**src/rtl/rg_arb_pkg.sv**
```systemverilog
// Shared types and constants for the round-robin register write arbiter.
// State codes are fixed numeric values so the debug port decodes the same everywhere.
package rg_arb_pkg;

   localparam int RG_W      = 3;
   localparam int N_REQ_MAX = 8;

   localparam logic [1:0] ST_IDLE  = 2'd0;
   localparam logic [1:0] ST_WRITE = 2'd1;
   localparam logic [1:0] ST_ACK   = 2'd2;

   typedef enum logic [1:0] {
      IDLE  = ST_IDLE,
      WRITE = ST_WRITE,
      ACK   = ST_ACK
   } state_e;

endpackage

```
**src/rtl/rg.sv**
```systemverilog
// The shared W-bit storage register with its own synchronous clear and load enable.
module rg #(
   parameter int W = 3
) (
   input  logic         CLK,
   input  logic [W-1:0] D,
   input  logic         RST,
   input  logic         EN,
   output logic [W-1:0] Q
);

   always_ff @(posedge CLK) begin
      if (RST) begin
         Q <= '0;
      end else if (EN) begin
         Q <= D;
      end
   end

endmodule

```
**src/rtl/rr_pick.sv**
```systemverilog
// Combinational round-robin picker: first set request at or after ptr, wrapping.
module rr_pick #(
   parameter int N  = 4,
   parameter int IW = (N > 1) ? $clog2(N) : 1
) (
   input  logic [N-1:0]  req_i,
   input  logic [IW-1:0] ptr_i,
   output logic [N-1:0]  gnt_o,
   output logic [IW-1:0] idx_o,
   output logic          vld_o
);

   int   j;
   logic found;

   always_comb begin
      gnt_o = '0;
      idx_o = '0;
      vld_o = |req_i;
      found = 1'b0;
      j     = 0;
      for (int k = 0; k < N; k++) begin
         j = int'(ptr_i) + k;
         if (j >= N) begin
            j = j - N;
         end
         if (!found && req_i[j]) begin
            found    = 1'b1;
            gnt_o[j] = 1'b1;
            idx_o    = IW'(j);
         end
      end
   end

endmodule

```
**src/rtl/rg_wr_arbiter.sv**
```systemverilog
// Round-robin arbiter serialising requester writes into one shared register
// with a REQ/GNT four-phase handshake and a wrapping completion counter.
module rg_wr_arbiter
   import rg_arb_pkg::*;
#(
   parameter int N_REQ = 4,
   parameter int W     = RG_W,
   parameter int CNT_W = 8,
   parameter int IW    = $clog2(N_REQ)
) (
   input  logic               CLK,
   input  logic               RST,
   input  logic [N_REQ-1:0]   REQ,
   input  logic [N_REQ*W-1:0] WDATA,
   output logic [N_REQ-1:0]   GNT,
   output logic [W-1:0]       Q,
   output logic               BUSY,
   output logic [IW-1:0]      LAST_ID,
   output logic [CNT_W-1:0]   WR_CNT,
   output logic [1:0]         DBG_STATE
);

   // Handshake: a requester raises REQ[i] with WDATA slot i valid and holds it
   // until GNT[i]; GNT[i] then stays high until REQ[i] is sampled low.

   state_e             state_q, state_d;
   logic [IW-1:0]      win_q, win_d;
   logic [W-1:0]       data_q, data_d;
   logic [IW-1:0]      ptr_q, ptr_d;
   logic [CNT_W-1:0]   cnt_q, cnt_d;
   logic [IW-1:0]      last_q, last_d;

   logic [W-1:0]       wdata_a [N_REQ];
   logic [N_REQ-1:0]   pick_gnt;
   logic [IW-1:0]      pick_idx;
   logic               pick_vld;
   logic               rg_en;

   for (genvar g = 0; g < N_REQ; g++) begin : g_unpack
      assign wdata_a[g] = WDATA[g*W +: W];
   end

   rr_pick #(
      .N  (N_REQ),
      .IW (IW)
   ) u_pick (
      .req_i (REQ),
      .ptr_i (ptr_q),
      .gnt_o (pick_gnt),
      .idx_o (pick_idx),
      .vld_o (pick_vld)
   );

   always_comb begin
      state_d = state_q;
      win_d   = win_q;
      data_d  = data_q;
      ptr_d   = ptr_q;
      cnt_d   = cnt_q;
      last_d  = last_q;
      rg_en   = 1'b0;
      case (state_q)
         IDLE: begin
            if (pick_vld) begin
               win_d   = pick_idx;
               data_d  = wdata_a[pick_idx];
               state_d = WRITE;
            end
         end
         WRITE: begin
            rg_en   = 1'b1;
            cnt_d   = cnt_q + CNT_W'(1);
            last_d  = win_q;
            ptr_d   = (win_q == IW'(N_REQ - 1)) ? '0 : win_q + IW'(1);
            state_d = ACK;
         end
         ACK: begin
            if (!REQ[win_q]) begin
               state_d = IDLE;
            end
         end
         default: begin
            state_d = IDLE;
         end
      endcase
   end

   always_ff @(posedge CLK) begin
      if (RST) begin
         state_q <= IDLE;
         win_q   <= '0;
         data_q  <= '0;
         ptr_q   <= '0;
         cnt_q   <= '0;
         last_q  <= '0;
      end else begin
         state_q <= state_d;
         win_q   <= win_d;
         data_q  <= data_d;
         ptr_q   <= ptr_d;
         cnt_q   <= cnt_d;
         last_q  <= last_d;
      end
   end

   // The register sees RST directly so a write cut short by reset never lands.
   rg #(
      .W (W)
   ) u_rg (
      .CLK (CLK),
      .D   (data_q),
      .RST (RST),
      .EN  (rg_en),
      .Q   (Q)
   );

   always_comb begin
      GNT = '0;
      if (state_q == ACK) begin
         GNT[win_q] = 1'b1;
      end
   end

   assign BUSY      = (state_q != IDLE);
   assign LAST_ID   = last_q;
   assign WR_CNT    = cnt_q;
   assign DBG_STATE = state_q;

endmodule

```
**config.mk**
```make
export PLATFORM = sky130hd
export DESIGN_NAME = rg_wr_arbiter
export DESIGN_NICKNAME = d
export VERILOG_FILES = /design/src/rtl/rg_arb_pkg.sv /design/src/rtl/rg.sv /design/src/rtl/rr_pick.sv /design/src/rtl/rg_wr_arbiter.sv
export SDC_FILE = /design/constraint.sdc
export NUM_CORES = 1
export LEC_CHECK = 0
export ABC_AREA = 0
export CAP_MARGIN = 15
export CORE_UTILIZATION = 48
export CTS_CLUSTER_DIAMETER = 100
export DETAILED_ROUTE_END_ITERATION = 10
export GPL_ROUTABILITY_DRIVEN = 0
export GPL_TIMING_DRIVEN = 0
export PLACE_DENSITY = 0.83
export SKIP_CTS_REPAIR_TIMING = 1
export SLEW_MARGIN = 20
export SYNTH_ARGS = -nofsm -noshare
export SYNTH_HDL_FRONTEND = slang
export SYNTH_SLANG_ARGS = --single-unit
```
**constraint.sdc**
```tcl
create_clock -name CLK -period 3.53 [get_ports CLK]
set_input_delay 0.353 -clock CLK [delete_from_list [all_inputs] [get_ports CLK]]
set_output_delay 0.353 -clock CLK [all_outputs]
set_load 0.01 [all_outputs]
```
==> results of run 1 <==
[per-layer routing]
layer  global-route usage, %  wire length, µm  share of wire (%)
met4                    6.67               17               0.74
met5                       0                0                  0
met3                    6.06               97                4.2
met1                    23.5             1030                 45
met2                    37.1             1140                 50
[synth_stat cells, types with 2 or more instances]
cell type / instances / area, µm²
nand3b_1: 3 / 22.5
clkbuf_1: 3 / 11.3
dfxtp_1: 22 / 440
o21ai_0: 2 / 10.0
mux2i_1: 8 / 80.1
ha_1: 5 / 62.6
inv_1: 4 / 15.0
xor2_1: 4 / 35.0
nand2_1: 18 / 67.6
nand4_1: 2 / 12.5
or3_1: 2 / 12.5
a21oi_1: 13 / 65.1
o221ai_1: 3 / 26.3
nand2b_1: 4 / 25.0
and2_1: 4 / 25.0
nor2_1: 10 / 37.5
[final cells by class]
cell class / count / area [µm²]
Multi-Input combinational cell: 93 / 643
Fill cell: 180 / 636
Sequential cell: 22 / 440
Timing Repair Buffer: 37 / 370
Tap cell: 28 / 35.0
Clock inverter: 1 / 30.0
Clock buffer: 3 / 22.5
Inverter: 5 / 18.8
Buffer: 4 / 16.3
[logic make-up after synthesis]
kind of cell	after synthesis	synth area share, %
flops	22	39.4
compound gates	24	15.8
buf+inv	9	3.13
mux	9	9.17
fa+ha+maj	5	5.59
simple gates	50	23.0
xor+xnor	5	3.91
[path summary, 6_finish.rpt]
| kind | slack, ns | endpoint |
|---|---|---|
| max | 1.50 | GNT[2] |
| min | 0.47 | u_rg.Q[1] |
| max reg2reg | 2.11 | data_q[1] |
| min reg2reg | 0.47 | u_rg.Q[1] |
[power groups by stage]
stage	logic, W	clock network (W)	registers, W
final	0.000140	0.000192	0.000283
after floorplan	0.0000800	0	0.000289
after global placement	0.000137	0	0.000288
after detailed placement	0.000141	0	0.000289
after CTS	0.000142	0.000195	0.000283
after global routing	0.000156	0.000206	0.000286
[registers in the layout, summed over array words and instances (netlist names)]
signal / count
LAST_ID: 2
u_rg.Q: 3
WR_CNT: 8
ptr_q: 2
data_q: 3
win_q: 2
DBG_STATE: 2
[metrics by stage]
step	power [W]	cell area (µm²)	setup slack [ns]
global placement	0.000425	1520	1.62
CTS	0.000620	1580	1.48
detailed placement	0.000430	1520	1.56
finish	0.000615	1580	1.50
global route	0.000647	1580	1.39
floorplan	0.000369	1120	2.24
[worst reg2reg max path, delay by kind of cell, from the launching register on]
kind | cells | cell delay, ns
compound gates | 4 | 0.68
flops | 1 | 0.39
mux | 1 | 0.23
==> impl_metrics.tcl, run 1 <==
set metrics [dict create \
    area_delta_synth_final_pct 40.9 \
    p_leak_nw 0.592 \
    drt-total-wl_mm 2.29 \
    cp_slowest_cell "dfxtp_1" \
    switching_share_pct 25.9 \
    die_area_um2 2530 \
    endpoint_kind "output pin" \
    synthFlopType "dfxtp_1" \
    drc_errors 0 \
    seq_area_frac_synth_pct 39.4 \
    finClkSkew_ns 0.00484 \
    antenna_left 0 \
    clk_pin_slew_worst_paths_ns 0.12 \
    crit_fanout 7 \
    clkLatencyLatePin_ns 0.31 \
    grt_pass1_vias 942 \
    cts_buffer_depth 2 \
    startpoint_type "flop" \
    switchingPower_w 0.000159 \
    drt_iter0_markers 8 \
    fp-row-count 17 \
    grt_start_max_net_pins 14 \
    h-tree-depth 1 \
    combPwrFrac_pct 22.8 \
    io_pins 38 \
    max_freq_mhz 492 \
    antenna_found_initial 0 \
    tns_ns 0 \
    nNetsFinal 189 \
    layout_commonest_cell "clkdlybuf4s50_1" \
    synth_cells 124 \
    synthDistinctLibCells 33 \
    drt-pass1-iter-count 2 \
    cp_cell_sequence "inv_1, ha_1, and2_1, clkdlybuf4s50_1" \
    port-buffer-count 37 \
    drv_cap 0 \
    worst-setup-path-type "reg2out" \
    routed_via_density 5.13 \
    place_inst 189 \
    setup_viol 0 \
    synth_nets 147 \
    grt_pass1_wl_mm 3.99 \
    max_stage_delay_ns 0.48 \
    ys_ff_latch 22 \
    cts_tree "yes" \
    clockPowerShare_pct 31.2 \
    drive_gt1_share_pct 8.48 \
    slew_viol_final 0 \
    synthesis.area_um2 1120 \
    root_buffer "clkbuf_4" \
    layout_worst_path_cycle_share_pct 57.6 \
    wl_per_cell_um 11.8 \
    status "finished, final reports clean" \
    hold_slack_ns 0.472 \
    worstPathRequired_ns 3.18 \
    synth-async-reset-ratio_pct 0 \
    crit_cells 4 \
    hold_class "reg2reg" \
    yosysWarnings 0 \
    hold_viol_final 0 \
    min_delay_path_depth 2 \
    hpwl_mm 1.86 \
    grt_overflow 0 \
    start_util_pct 50.6 \
    r2r_cells 5 \
    utilization_pct 71.3 \
    core_area_um2 2210 \
    min-delay-start "data_q[1]" \
    syn_area_per_cell_um2 9.02 \
    cp_top_family "buffers and inverters" \
    track_usage_pct 20.9 \
    worst_slew_pin_slew_ns 0.421 \
    numClockSinks 22 \
    rsz0062_at_grt "false" \
    crit_path_start "win_q[0]" \
    numCtsBuffers 3 \
    vdd_drop_max_v 0.000362 \
    instances_no_fill 193 \
    relSlewSlack_pct 71.9 \
    internal_power_w 0.000456 \
    synth_edf_count 0 \
    num_vias 990 \
    die_y_um 50.3 \
    power.density_nw_per_um2 390 \
    antenna_cells 0 \
    arrival_ns 1.68 \
    layout_common_cells "clkdlybuf4s50_1, dfxtp_1, nand2_1, a21oi_1, nor2_1" \
    reg2reg_from "ptr_q[1]" \
    critPathBufInv 2 \
    fin_crit_ns 2.03 \
    seqPwrFrac_pct 46.0 \
    dieWidth_um 50.3 \
]
No activity file was read; power rests on OpenSTA's default activity.
==> inputs of run 2 (changes only) <==
- CORE_UTILIZATION: 48 -> 40
- PLACE_DENSITY: 0.83 -> 0.74
- clock period: 3.53 -> 1.85 ns (I/O delays scaled with it)
==> run 2 against run 1 <==
Effect of this change:
- worst hold slack lost 0.0055 ns
- critical path type unchanged
- worst setup slack lost 1.4 ns
- largest power group unchanged
- wire length grew 9.7%
==> impl_metrics.tcl, run 2 (synthesis gave the netlist of run 1 again) <==
set metrics [dict create \
    start_util_pct 43.6 \
    rrSetupSlack_ns 0.40 \
    hold_viol_final 0 \
    startpoint_type "flop" \
    p_leak_nw 0.606 \
    max_stage_delay_ns 0.47 \
    dpl_cell_area_um2 1530 \
    grt_start_max_net_pins 13 \
    finClkSkew_ns 0.00382 \
    drt-total-wl_mm 2.51 \
    track_usage_pct 18.7 \
    numCtsBuffers 3 \
    grt_overflow 0 \
    hpwl_mm 2.02 \
    cts_buffer_depth 2 \
    worstPathRequired_ns 1.66 \
    relSlewSlack_pct 69.9 \
    r2r_cells 5 \
    min-delay-start "u_rg.Q[0]" \
    die_y_um 54.9 \
    worst_slew_pin_slew_ns 0.452 \
    antenna_found_initial 0 \
    dp_slack_ns -0.00411 \
    antenna_cells 0 \
    root_buffer "clkbuf_4" \
    place_inst 191 \
    endpoint_kind "output pin" \
    crit_fanout 7 \
    wl_per_cell_um 12.9 \
    drc_errors 0 \
    setup_viol 0 \
    fp-row-count 18 \
    cp_slowest_cell "clkdlybuf4s50_1" \
    cp_cell_sequence "inv_1, ha_1, and2_1, clkdlybuf4s50_1" \
    clkLatencyLatePin_ns 0.30 \
    fin_crit_ns 1.73 \
    routed_via_density 5.05 \
    antenna_left 0 \
    worst-setup-path-type "reg2out" \
    num_vias 985 \
    clk_pin_slew_worst_paths_ns 0.12 \
    reg2reg_from "ptr_q[1]" \
    h-tree-depth 1 \
    largest_register_ffs 8 \
    drive_gt1_share_pct 10.9 \
    hold_slack_ns 0.467 \
    layout_worst_path_cycle_share_pct 93.5 \
    numClockSinks 22 \
    hold_end "u_rg.Q[0]" \
    fin_ws_ns 0.120 \
    hold_class "reg2reg" \
    io_pins 38 \
    min_delay_path_depth 2 \
    drv_cap 0 \
    nNetsFinal 189 \
    arrival_ns 1.54 \
    max_freq_mhz 578 \
    port-buffer-count 37 \
    slew_viol_final 0 \
    layout_common_cells "clkdlybuf4s50_1, dfxtp_1, nand2_1, a21oi_1, nor2_1" \
    core_area_um2 2570 \
    drt-pass1-iter-count 4 \
    vdd_drop_max_v 0.000804 \
    area_delta_synth_final_pct 40.9 \
    drt_iter0_markers 15 \
    dieWidth_um 54.9 \
    power.density_nw_per_um2 677 \
    cts_tree "yes" \
    layout_commonest_cell "clkdlybuf4s50_1" \
    die_area_um2 3010 \
    status "finished, final reports clean" \
    instances_no_fill 195 \
    grt_pass1_wl_mm 3.99 \
    rsz0062_at_grt "false" \
    tns_ns 0 \
    worstReg2RegEnd "data_q[1]" \
    final_area_um2 1580 \
    grt_pass1_vias 926 \
]
-- run 2: cell type report --
class | instances | area, µm²
Buffer | 4 | 16.3
Sequential cell | 22 | 449
Timing Repair Buffer | 37 | 373
Clock buffer | 4 | 36.3
Tap cell | 30 | 37.5
Inverter | 5 | 18.8
Fill cell | 242 | 991
Multi-Input combinational cell | 93 | 646
-- run 2: routing by layer --
metal	track usage (%)	share of wire [%]	vias up
li1	-	-	510
met1	22.4	46	458
met2	32.3	50	15
met3	5.83	3.0	2
met4	3.85	0.56	0
met5	0	0	-
-- run 2: power by group --
group | internal (W) | switching (W) | leakage, nW
Sequential | 0.000508 | 0.0000346 | 0.181
Combinational | 0.000144 | 0.000124 | 0.404
Clock | 0.000120 | 0.000137 | 0.0210
-- run 2: worst max path at each step --
stage                       startpoint        end  slack, ns  depth (start not counted)
after floorplan           DBG_STATE[1]  data_q[0]       0.56                          5
after global placement          REQ[0]  data_q[1]        0.1                          6
after detailed placement        REQ[0]  data_q[1]     -0.004                          6
after CTS                     win_q[0]     GNT[2]      -0.05                          4
after global routing      DBG_STATE[1]     GNT[1]      0.002                          3
final                         win_q[0]     GNT[0]       0.12                          4
-- run 2: critical path: cells and delay by family (launching register included) --
kind          cells  cell delay [ns]
fa+ha+maj         1             0.18
buf+inv           2             0.54
flops             1             0.41
simple gates      1             0.12
-- run 2: per-stage QoR --
stage	total power [W]	utilization, %
6_report	0.00107	61.4
5_1_grt	0.00114	61.4
4_1_cts	0.00108	60.9
3_5_place_dp	0.000824	59.5
3_3_place_gp	0.000812	59.5
2_1_floorplan	0.000703	-
==> inputs of run 3 (changes only) <==
- GPL_TIMING_DRIVEN: 0 -> default
==> run 3 against run 2 <==
Effect of this change:
- first-iteration DRC count is 6.7% higher
- critical endpoint unchanged
- global-route usage is 0.29 points lower
- wire length is 5.6% lower
- via count is 0.61% higher
- critical path type unchanged
- largest power group unchanged
==> impl_metrics.tcl, run 3 (synthesis gave the netlist of run 1 again) <==
set metrics [dict create \
    status "finished, final reports clean" \
    endpoint_kind "output pin" \
    relSlewSlack_pct 78.3 \
    die_area_um2 3010 \
    routed_via_density 5.13 \
    hold_viol_final 0 \
    routed-wl-met3_um 71 \
    start_util_pct 43.6 \
    antenna_left 0 \
    track_usage_pct 18.4 \
    grt_start_max_net_pins 16 \
    antenna_cells 0 \
    port-buffer-count 37 \
    reg2reg_from "ptr_q[1]" \
    r2r_cells 5 \
    nNetsFinal 188 \
    grt_pass1_vias 928 \
    fp-row-count 18 \
    total_power_w 0.00102 \
    finClkSkew_ns 0.00690 \
    tns_ns 0 \
    dpl_cell_area_um2 1530 \
    grt_overflow 0 \
    drt-total-wl_mm 2.37 \
    drt-pass1-iter-count 4 \
    crit_fanout 6 \
    drc_errors 0 \
    grt_pass1_wl_mm 3.88 \
    utilization_pct 61.1 \
    max_freq_mhz 579 \
    min-delay-start "u_rg.Q[2]" \
    setup_viol 0 \
    power.density_nw_per_um2 651 \
    final_area_um2 1570 \
    rsz0062_at_grt "false" \
    cp_slowest_cell "clkdlybuf4s50_1" \
    layout_worst_path_cycle_share_pct 93.3 \
    worst-setup-path-type "reg2out" \
    hold_class "reg2reg" \
    clkLatencyLatePin_ns 0.30 \
    cp_cell_sequence "inv_1, ha_1, and2_1, clkdlybuf4s50_1" \
    drt_iter0_markers 16 \
    wl_met2_mm 1.18 \
    rrSetupSlack_ns 0.43 \
    numClockSinks 22 \
    vdd_drop_max_v 0.000599 \
    antenna_found_initial 0 \
    cts_tree "yes" \
    p_leak_nw 0.588 \
    die_y_um 54.9 \
    largest_register_ffs 8 \
    area_delta_synth_final_pct 40.3 \
    num_vias 991 \
    numCtsBuffers 3 \
    drive_gt1_share_pct 11.7 \
    h-tree-depth 1 \
    core_area_um2 2570 \
    min_delay_path_depth 2 \
    worstPathRequired_ns 1.66 \
    clk_pin_slew_worst_paths_ns 0.10 \
    io_pins 38 \
    fin_crit_ns 1.73 \
    root_buffer "clkbuf_4" \
    worst_slew_pin_slew_ns 0.324 \
    fillers 240 \
    cts_buffer_depth 2 \
    hold_end "u_rg.Q[2]" \
    dp_slack_ns 0.0647 \
    arrival_ns 1.54 \
    worstReg2RegEnd "data_q[1]" \
    wl_per_cell_um 12.3 \
    dieWidth_um 54.9 \
    hpwl_mm 1.93 \
    fin_ws_ns 0.123 \
    max_stage_delay_ns 0.52 \
    wl_met1_mm 1.11 \
    top_layer "met3" \
    drv_cap 0 \
    startpoint_type "flop" \
    layout_common_cells "clkdlybuf4s50_1, dfxtp_1, nand2_1, a21oi_1, nor2_1" \
    slew_viol_final 0 \
    layout_commonest_cell "clkdlybuf4s50_1" \
]
[run 3: changes by cell type in the layout (fill, tap and decap cells not counted), sizes merged]
cell,delta
buf,+2
clkbuf,-4
clkdlybuf4s50,+1
dlymetal6s2s,-1
[run 3: power breakdown]
part | switching (W) | internal, W
logic | 0.000127 | 0.000150
clock network | 0.000128 | 0.0000759
registers | 0.0000325 | 0.000509
[run 3: critical path, delay by kind of cell, from the launching register on]
family        cells  cell delay, ns
buf+inv           2            0.60
flops             1            0.39
fa+ha+maj         1            0.15
simple gates      1            0.11
[run 3: metrics by stage]
step	cells	hold slack, ns
after global placement	190	0.449
after floorplan	124	0.258
after detailed placement	190	0.452
after global routing	193	0.491
after CTS	193	0.470
final	193	0.467
[run 3: worst max path at each step]
stage	end	slack [ns]	cells after the start	from
2_1_floorplan	data_q[0]	0.56	5	DBG_STATE[1]
3_3_place_gp	data_q[1]	0.15	6	REQ[3]
3_5_place_dp	data_q[1]	0.06	6	REQ[0]
4_1_cts	GNT[0]	-0.06	4	win_q[1]
5_1_grt	GNT[0]	0.008	4	win_q[1]
6_report	GNT[0]	0.12	4	win_q[1]
[run 3: area by class of cell]
| cell class | count | area, µm² | share of cell area (%) |
|---|---|---|---|
| inverter | 5 | 18.8 | 1.20 |
| clock buffer | 3 | 22.5 | 1.44 |
| multi-input combinational | 93 | 651 | 41.5 |
| tap | 30 | 37.5 | 2.39 |
| timing repair buffer | 40 | 393 | 25.0 |
| sequential | 22 | 447 | 28.5 |
[run 3: layer usage]
metal	global-route usage, %	vias up
met5	0	-
met4	3.85	0
met3	5.83	0
met2	31.5	15
met1	22.3	467
li1	-	509
